$ cat src/rtl/vga_timing_pkg.sv
// vga_timing_pkg
//   Default 640x480 timing constants, derived totals and sync windows, and the
//   decode bundle that travels down the sync/blanking delay line.
//   No ports (package).
package vga_timing_pkg;

  localparam int DEF_H_ACTIVE = 640;
  localparam int DEF_H_FP     = 16;
  localparam int DEF_H_SYNC   = 96;
  localparam int DEF_H_BP     = 48;
  localparam int DEF_V_ACTIVE = 480;
  localparam int DEF_V_FP     = 10;
  localparam int DEF_V_SYNC   = 2;
  localparam int DEF_V_BP     = 32;

  localparam int H_TOTAL      = DEF_H_ACTIVE + DEF_H_FP + DEF_H_SYNC + DEF_H_BP;
  localparam int V_TOTAL      = DEF_V_ACTIVE + DEF_V_FP + DEF_V_SYNC + DEF_V_BP;
  localparam int H_SYNC_START = DEF_H_ACTIVE + DEF_H_FP;
  localparam int H_SYNC_END   = H_SYNC_START + DEF_H_SYNC;
  localparam int V_SYNC_START = DEF_V_ACTIVE + DEF_V_FP;
  localparam int V_SYNC_END   = V_SYNC_START + DEF_V_SYNC;

  localparam int DECODE_W = 5;

  // One decoded counter position; all-zero is the inactive (blanking) decode.
  typedef struct packed {
    logic hs;
    logic vs;
    logic active;
    logic fs;
    logic ls;
  } decode_t;

endpackage

$ cat src/rtl/vga_delay_line.sv
// vga_delay_line
//   Enable-gated shift register of DEPTH stages; DEPTH=0 is a wire.
//   clk   : clock
//   rst   : synchronous reset, active-high, clears every stage
//   en    : shift enable
//   d     : input word (WIDTH bits)
//   q     : word delayed by DEPTH enabled cycles
module vga_delay_line #(
  parameter int WIDTH = 5,
  parameter int DEPTH = 2
) (
  input  logic             clk,
  input  logic             rst,
  input  logic             en,
  input  logic [WIDTH-1:0] d,
  output logic [WIDTH-1:0] q
);

  generate
    if (DEPTH == 0) begin : g_pass
      assign q = d;
    end else begin : g_shift
      logic [DEPTH-1:0][WIDTH-1:0] stages;

      // NOTE: sequential state uses non-blocking assignments so every stage
      // samples the previous stage's old value in the same edge.
      // NOTE: the stages are reset (not left as plain storage) because their
      // contents drive sync outputs directly; stale bits would glitch syncs.
      always_ff @(posedge clk) begin
        if (rst) begin
          stages <= '0;
        end else if (en) begin
          stages[0] <= d;
          for (int i = 1; i < DEPTH; i++) begin
            stages[i] <= stages[i-1];
          end
        end
      end

      assign q = stages[DEPTH-1];
    end
  endgenerate

endmodule

$ cat src/rtl/vga_sync_gen.sv
// vga_sync_gen
//   Decodes raw h/v counter values into VGA sync/blanking, issues framebuffer
//   reads, and delays sync/blanking by 1+MEM_LAT enabled cycles so they line up
//   with the returned pixel data.
//   clk, rst        : clock, synchronous active-high reset
//   en              : pixel-clock enable
//   h_count/v_count : raw counter values (16 bits)
//   rd_en, rd_addr  : framebuffer read strobe and linear address y*H_ACTIVE+x
//   hsync, vsync    : sync outputs at configured polarity, data-aligned
//   video_on        : returned pixel is displayable
//   frame_start     : pulse with pixel (0,0) on video_on
//   line_start      : pulse with x=0 of each active line
module vga_sync_gen
  import vga_timing_pkg::*;
#(
  parameter int H_ACTIVE = DEF_H_ACTIVE,
  parameter int H_FP     = DEF_H_FP,
  parameter int H_SYNC   = DEF_H_SYNC,
  parameter int H_BP     = DEF_H_BP,
  parameter int V_ACTIVE = DEF_V_ACTIVE,
  parameter int V_FP     = DEF_V_FP,
  parameter int V_SYNC   = DEF_V_SYNC,
  parameter int V_BP     = DEF_V_BP,
  parameter bit HS_POL   = 1'b0,
  parameter bit VS_POL   = 1'b0,
  parameter int MEM_LAT  = 2,
  parameter int ADDR_W   = 19
) (
  input  logic              clk,
  input  logic              rst,
  input  logic              en,
  input  logic [15:0]       h_count,
  input  logic [15:0]       v_count,
  output logic              rd_en,
  output logic [ADDR_W-1:0] rd_addr,
  output logic              hsync,
  output logic              vsync,
  output logic              video_on,
  output logic              frame_start,
  output logic              line_start
);

  localparam logic [15:0] H_ACT_C   = 16'(H_ACTIVE);
  localparam logic [15:0] V_ACT_C   = 16'(V_ACTIVE);
  localparam logic [15:0] H_TOT_C   = 16'(H_ACTIVE + H_FP + H_SYNC + H_BP);
  localparam logic [15:0] V_TOT_C   = 16'(V_ACTIVE + V_FP + V_SYNC + V_BP);
  localparam logic [15:0] HS_BEG_C  = 16'(H_ACTIVE + H_FP);
  localparam logic [15:0] HS_END_C  = 16'(H_ACTIVE + H_FP + H_SYNC);
  localparam logic [15:0] VS_BEG_C  = 16'(V_ACTIVE + V_FP);
  localparam logic [15:0] VS_END_C  = 16'(V_ACTIVE + V_FP + V_SYNC);

  decode_t             dec;
  decode_t             dec_q;
  decode_t             dec_out;
  logic                in_frame;
  logic [ADDR_W-1:0]   next_addr;
  logic [DECODE_W-1:0] dl_q;

  // Decode. Counts outside the frame are forced to blanking.
  // NOTE: every always_comb output gets a default first so no path leaves
  // a signal unassigned, which would otherwise infer a latch.
  always_comb begin
    dec      = '0;
    in_frame = (h_count < H_TOT_C) && (v_count < V_TOT_C);
    dec.active = (h_count < H_ACT_C) && (v_count < V_ACT_C);
    dec.hs     = in_frame && (h_count >= HS_BEG_C) && (h_count < HS_END_C);
    dec.vs     = in_frame && (v_count >= VS_BEG_C) && (v_count < VS_END_C);
    dec.fs     = (h_count == 16'd0) && (v_count == 16'd0);
    dec.ls     = (h_count == 16'd0) && (v_count < V_ACT_C);
  end

  // Address generator walks the active area in raster order with an
  // incrementing pointer instead of computing y*H_ACTIVE+x. The pointer is
  // re-anchored only at frame start.
  always_ff @(posedge clk) begin
    if (rst) begin
      rd_en     <= 1'b0;
      rd_addr   <= '0;
      next_addr <= '0;
      dec_q     <= '0;
    end else if (en) begin
      rd_en <= dec.active;
      dec_q <= dec;
      if (dec.active) begin
        if (dec.fs) begin
          rd_addr   <= '0;
          next_addr <= ADDR_W'(1);
        end else begin
          rd_addr   <= next_addr;
          next_addr <= next_addr + ADDR_W'(1);
        end
      end
    end
  end

  vga_delay_line #(
    .WIDTH (DECODE_W),
    .DEPTH (MEM_LAT)
  ) u_delay (
    .clk (clk),
    .rst (rst),
    .en  (en),
    .d   (dec_q),
    .q   (dl_q)
  );

  assign dec_out     = decode_t'(dl_q);
  assign hsync       = dec_out.hs ? HS_POL : ~HS_POL;
  assign vsync       = dec_out.vs ? VS_POL : ~VS_POL;
  assign video_on    = dec_out.active;
  assign frame_start = dec_out.fs;
  assign line_start  = dec_out.ls;

endmodule

$ cat config.mk
export PLATFORM = sky130hd
export DESIGN_NAME = vga_sync_gen
export DESIGN_NICKNAME = d
export VERILOG_FILES = /design/src/rtl/vga_timing_pkg.sv /design/src/rtl/vga_delay_line.sv /design/src/rtl/vga_sync_gen.sv
export SDC_FILE = /design/constraint.sdc
export NUM_CORES = 1
export LEC_CHECK = 0
export ABC_CLOCK_PERIOD_IN_PS = 1700
export BUFFER_PORTS_ARGS = -buffer_cell sky130_fd_sc_hd__buf_2
export CORE_MARGIN = 5
export CORE_UTILIZATION = 47
export CTS_BUF_LIST = sky130_fd_sc_hd__clkbuf_8 sky130_fd_sc_hd__clkbuf_16
export CTS_CLUSTER_SIZE = 8
export DETAILED_ROUTE_END_ITERATION = 8
export GPL_TIMING_DRIVEN = 0
export PLACE_DENSITY_LB_ADDON = 0.08
export SKIP_LAST_GASP = 1
export SYNTH_ARGS = -nofsm -noshare
export SYNTH_HDL_FRONTEND = slang
export SYNTH_HIERARCHICAL = 1
export SYNTH_SLANG_ARGS = --single-unit
$ cat constraint.sdc
create_clock -name clk -period 1.7 [get_ports clk]
set_input_delay 0.255 -clock clk [delete_from_list [all_inputs] [get_ports clk]]
set_output_delay 0.255 -clock clk [all_outputs]
set_load 0.05 [all_outputs]
==> metrics.cfg <==
[clock_network]
cts_tree=built
clk_path_buf_depth=2
htree_num_levels=2
hold_buffers=0
cts_root_buffer=clkbuf_8
clk_pin_slew_worst_paths_ns=0.09
numCtsBuffers=5
clk_latency_ns=0.30
clock_sinks=53

[grt]
grt_antenna_before_repair=0
grt_use_total=0.159
grt_overflow=0
grt_start_max_net_pins=16
grt_pass1_wl_mm=8.31
grt_pass1_vias=1897

[synth]
netlist_area_sq_um=2350
synthCells=238
yosysSeqAreaShare=0.451
async_flop_share=0
synth_warnings=6
synth_edf_count=0
ys_types=43
yosys_register_bits=53
synth_nets=274
synth_ff_type=dfxtp_1
synth.avg_cell_area_sq_um=9.89

[detailed_routing]
drt_iter0_markers=75
wl_per_cell_um=13.2
firstDrtPassIters=4
wl_mm=5.07
drc=0
antenna_left=0
routed_via_density=5.17
num_vias=1980

[sta]
clock.fmax_mhz=586
setup_ws_ns=-0.00551
hold_viol=0
fin_crit_ns=1.71
final-setup-viol-count=1
slew_viol_final=0
period_share=1.00
worst_pin_slew_ns=0.419
rsz0062_at_grt=true
finClkSkew_ns=0.00515
slew_headroom=0.721
fin_tns_setup_ns=-0.00551

[floorplan]
fp.dieH_um=80.8
rows=25
initial_core_util=0.492
die-area_sq_um=6530
io_pins=60
fp.coreArea_sq_um=4790
die_w_um=80.8

[final_layout]
utilization=0.641
syn2layout_area_growth_pct=30.3
nNetsFinal=351
fin_cells=383
drive_gt1_frac=0.386
stdcell_area_sq_um=3070
final_cell_mix=buf_2 (53), dfxtp_1 (46), nor2_1 (20), a22o_1 (20), buf_4 (17)
final_common_cell=buf_2
num_antenna_cells=0

[place]
gp_congestion=0.751
dpl.hpwl_mm=3.65
port_buffers=58
dpl_cell_area_sq_um=2730
dp.cells=363

[worst_setup_path]
crit_buf_inv=2
required_ns=1.93
setup.worst_path.start_class=input pin
crit_path_max_fanout=8
arrival_ns=1.94
critPathKind=in2reg
slowest_delay_ns=0.46
path_delay_family=simple AND/OR/NAND/NOR gates
path_cells=buf_2 -> nor4_4 -> buf_4 -> and4_4 -> nand4_1 -> or3_1 -> a21oi_2
endpoint_kind=flop
cp_slowest_cell=or3_1

[pwr]
max-vdd-ir-drop_uv=472
power.internal_mw=1.79
p_switching_uw=472
finalPower_mw=2.27
swShare=0.208
p_seq_frac=0.547
power_frac_comb=0.070
p_leak_nw=1.26
pwr_density_cell_nw_per_um2=738
pwr-share-clk=0.382

[run_status]
status=finished with violations
violations=setup timing

[run]
max_cap_viol_count=0

[min_path]
min_path_type=in2reg

-- power groups by stage --
stage | sequential, mW | clock (mW) | combinational (mW)
after floorplan | 1.27 | 0 | 0.0597
after global placement | 1.27 | 0 | 0.129
after detailed placement | 1.27 | 0 | 0.130
after CTS | 1.24 | 0.893 | 0.132
after global routing | 1.24 | 0.950 | 0.173
final | 1.24 | 0.866 | 0.159
-- area by class of cell --
| type | count | area (sq um) |
|---|---|---|
| buffer | 15 | 135 |
| clock buffer | 6 | 82.6 |
| clock inverter | 2 | 33.8 |
| fill | 406 | 1720 |
| inverter | 7 | 26.3 |
| multi-input combinational | 163 | 1210 |
| sequential | 53 | 1070 |
| tap | 67 | 83.8 |
| timing repair buffer | 70 | 429 |
-- registers in the layout, summed over array words and instances, names as in the netlist --
| signal | count |
|---|---|
| next_addr | 19 |
| rd_addr | 19 |
| dec_q | 5 |
| u_delay/g_shift.stages | 5 |
| u_delay/q | 5 |
-- synthesized netlist by cell type (2+ instances only) --
cell,count,area [sq um]
buf_2,4,20.0
buf_4,6,45.0
nor4_2,3,37.5
mux2i_1,11,110
nor2_1,23,86.3
a22o_1,20,175
buf_6,3,33.8
a21oi_2,2,17.5
or3_1,11,68.8
dfxtp_1,53,1060
o21ai_0,10,50.1
nor3_1,7,35.0
nand2_1,12,45.0
xnor2_1,7,61.3
nor4_4,4,85.1
inv_1,7,26.3
and4_4,2,22.5
nor4_1,5,31.3
nand4_1,5,31.3
or4_1,2,15.0
a21oi_1,11,55.1
nand3_1,9,45.0
-- worst reg2reg max path: cells and delay by family, from the launching register on --
family | cells | cell delay, ns
AND/OR/NAND/NOR | 4 | 0.91
XOR/XNOR | 1 | 0.17
flip-flops | 1 | 0.50
-- layer usage --
layer / vias up / part of all wire / GRT usage
met1: 909 / 0.50 / 0.216
met2: 42 / 0.45 / 0.254
met3: 2 / 0.045 / 0.0366
met4: 0 / 0.0047 / 0.0405
li1: 1027 / - / -
met5: - / 0 / 0
-- cell families after synthesis --
family | Yosys count | share of synthesized area
xor+xnor | 8 | 0.0298
simple gates | 94 | 0.266
buf+inv | 22 | 0.0563
mux | 11 | 0.0468
flops | 53 | 0.451
compound gates | 49 | 0.145
fa+ha+maj | 1 | 0.00531
-- final timing paths --
path / start / end / slack [ns] / depth (start not counted)
max: h_count[13] / next_addr[6] / -0.006 / 7
min: v_count[8] / next_addr[0] / 0.29 / 4
max reg2reg: next_addr[2] / next_addr[17] / 0.03 / 5
min reg2reg: dec_q[4] / dec_q[4] / 0.48 / 2
-- metrics by stage --
stage / setup WS, ns / hold WS, ns
CTS: -0.00594 / 0.283
detailed placement: -0.323 / 0.461
global route: -0.106 / 0.294
floorplan: 0.0458 / 0.406
finish: -0.00551 / 0.290
global placement: -0.323 / 0.456
-- timing repair --
item / CTS / global route
buffers inserted: 0 / 11
pin swaps: 0 / 12
gates resized for setup: 5 / 30
cloned: 0 / 1
setup endpoints to repair: 2 / 33
Power figures use the tool's default switching activity.
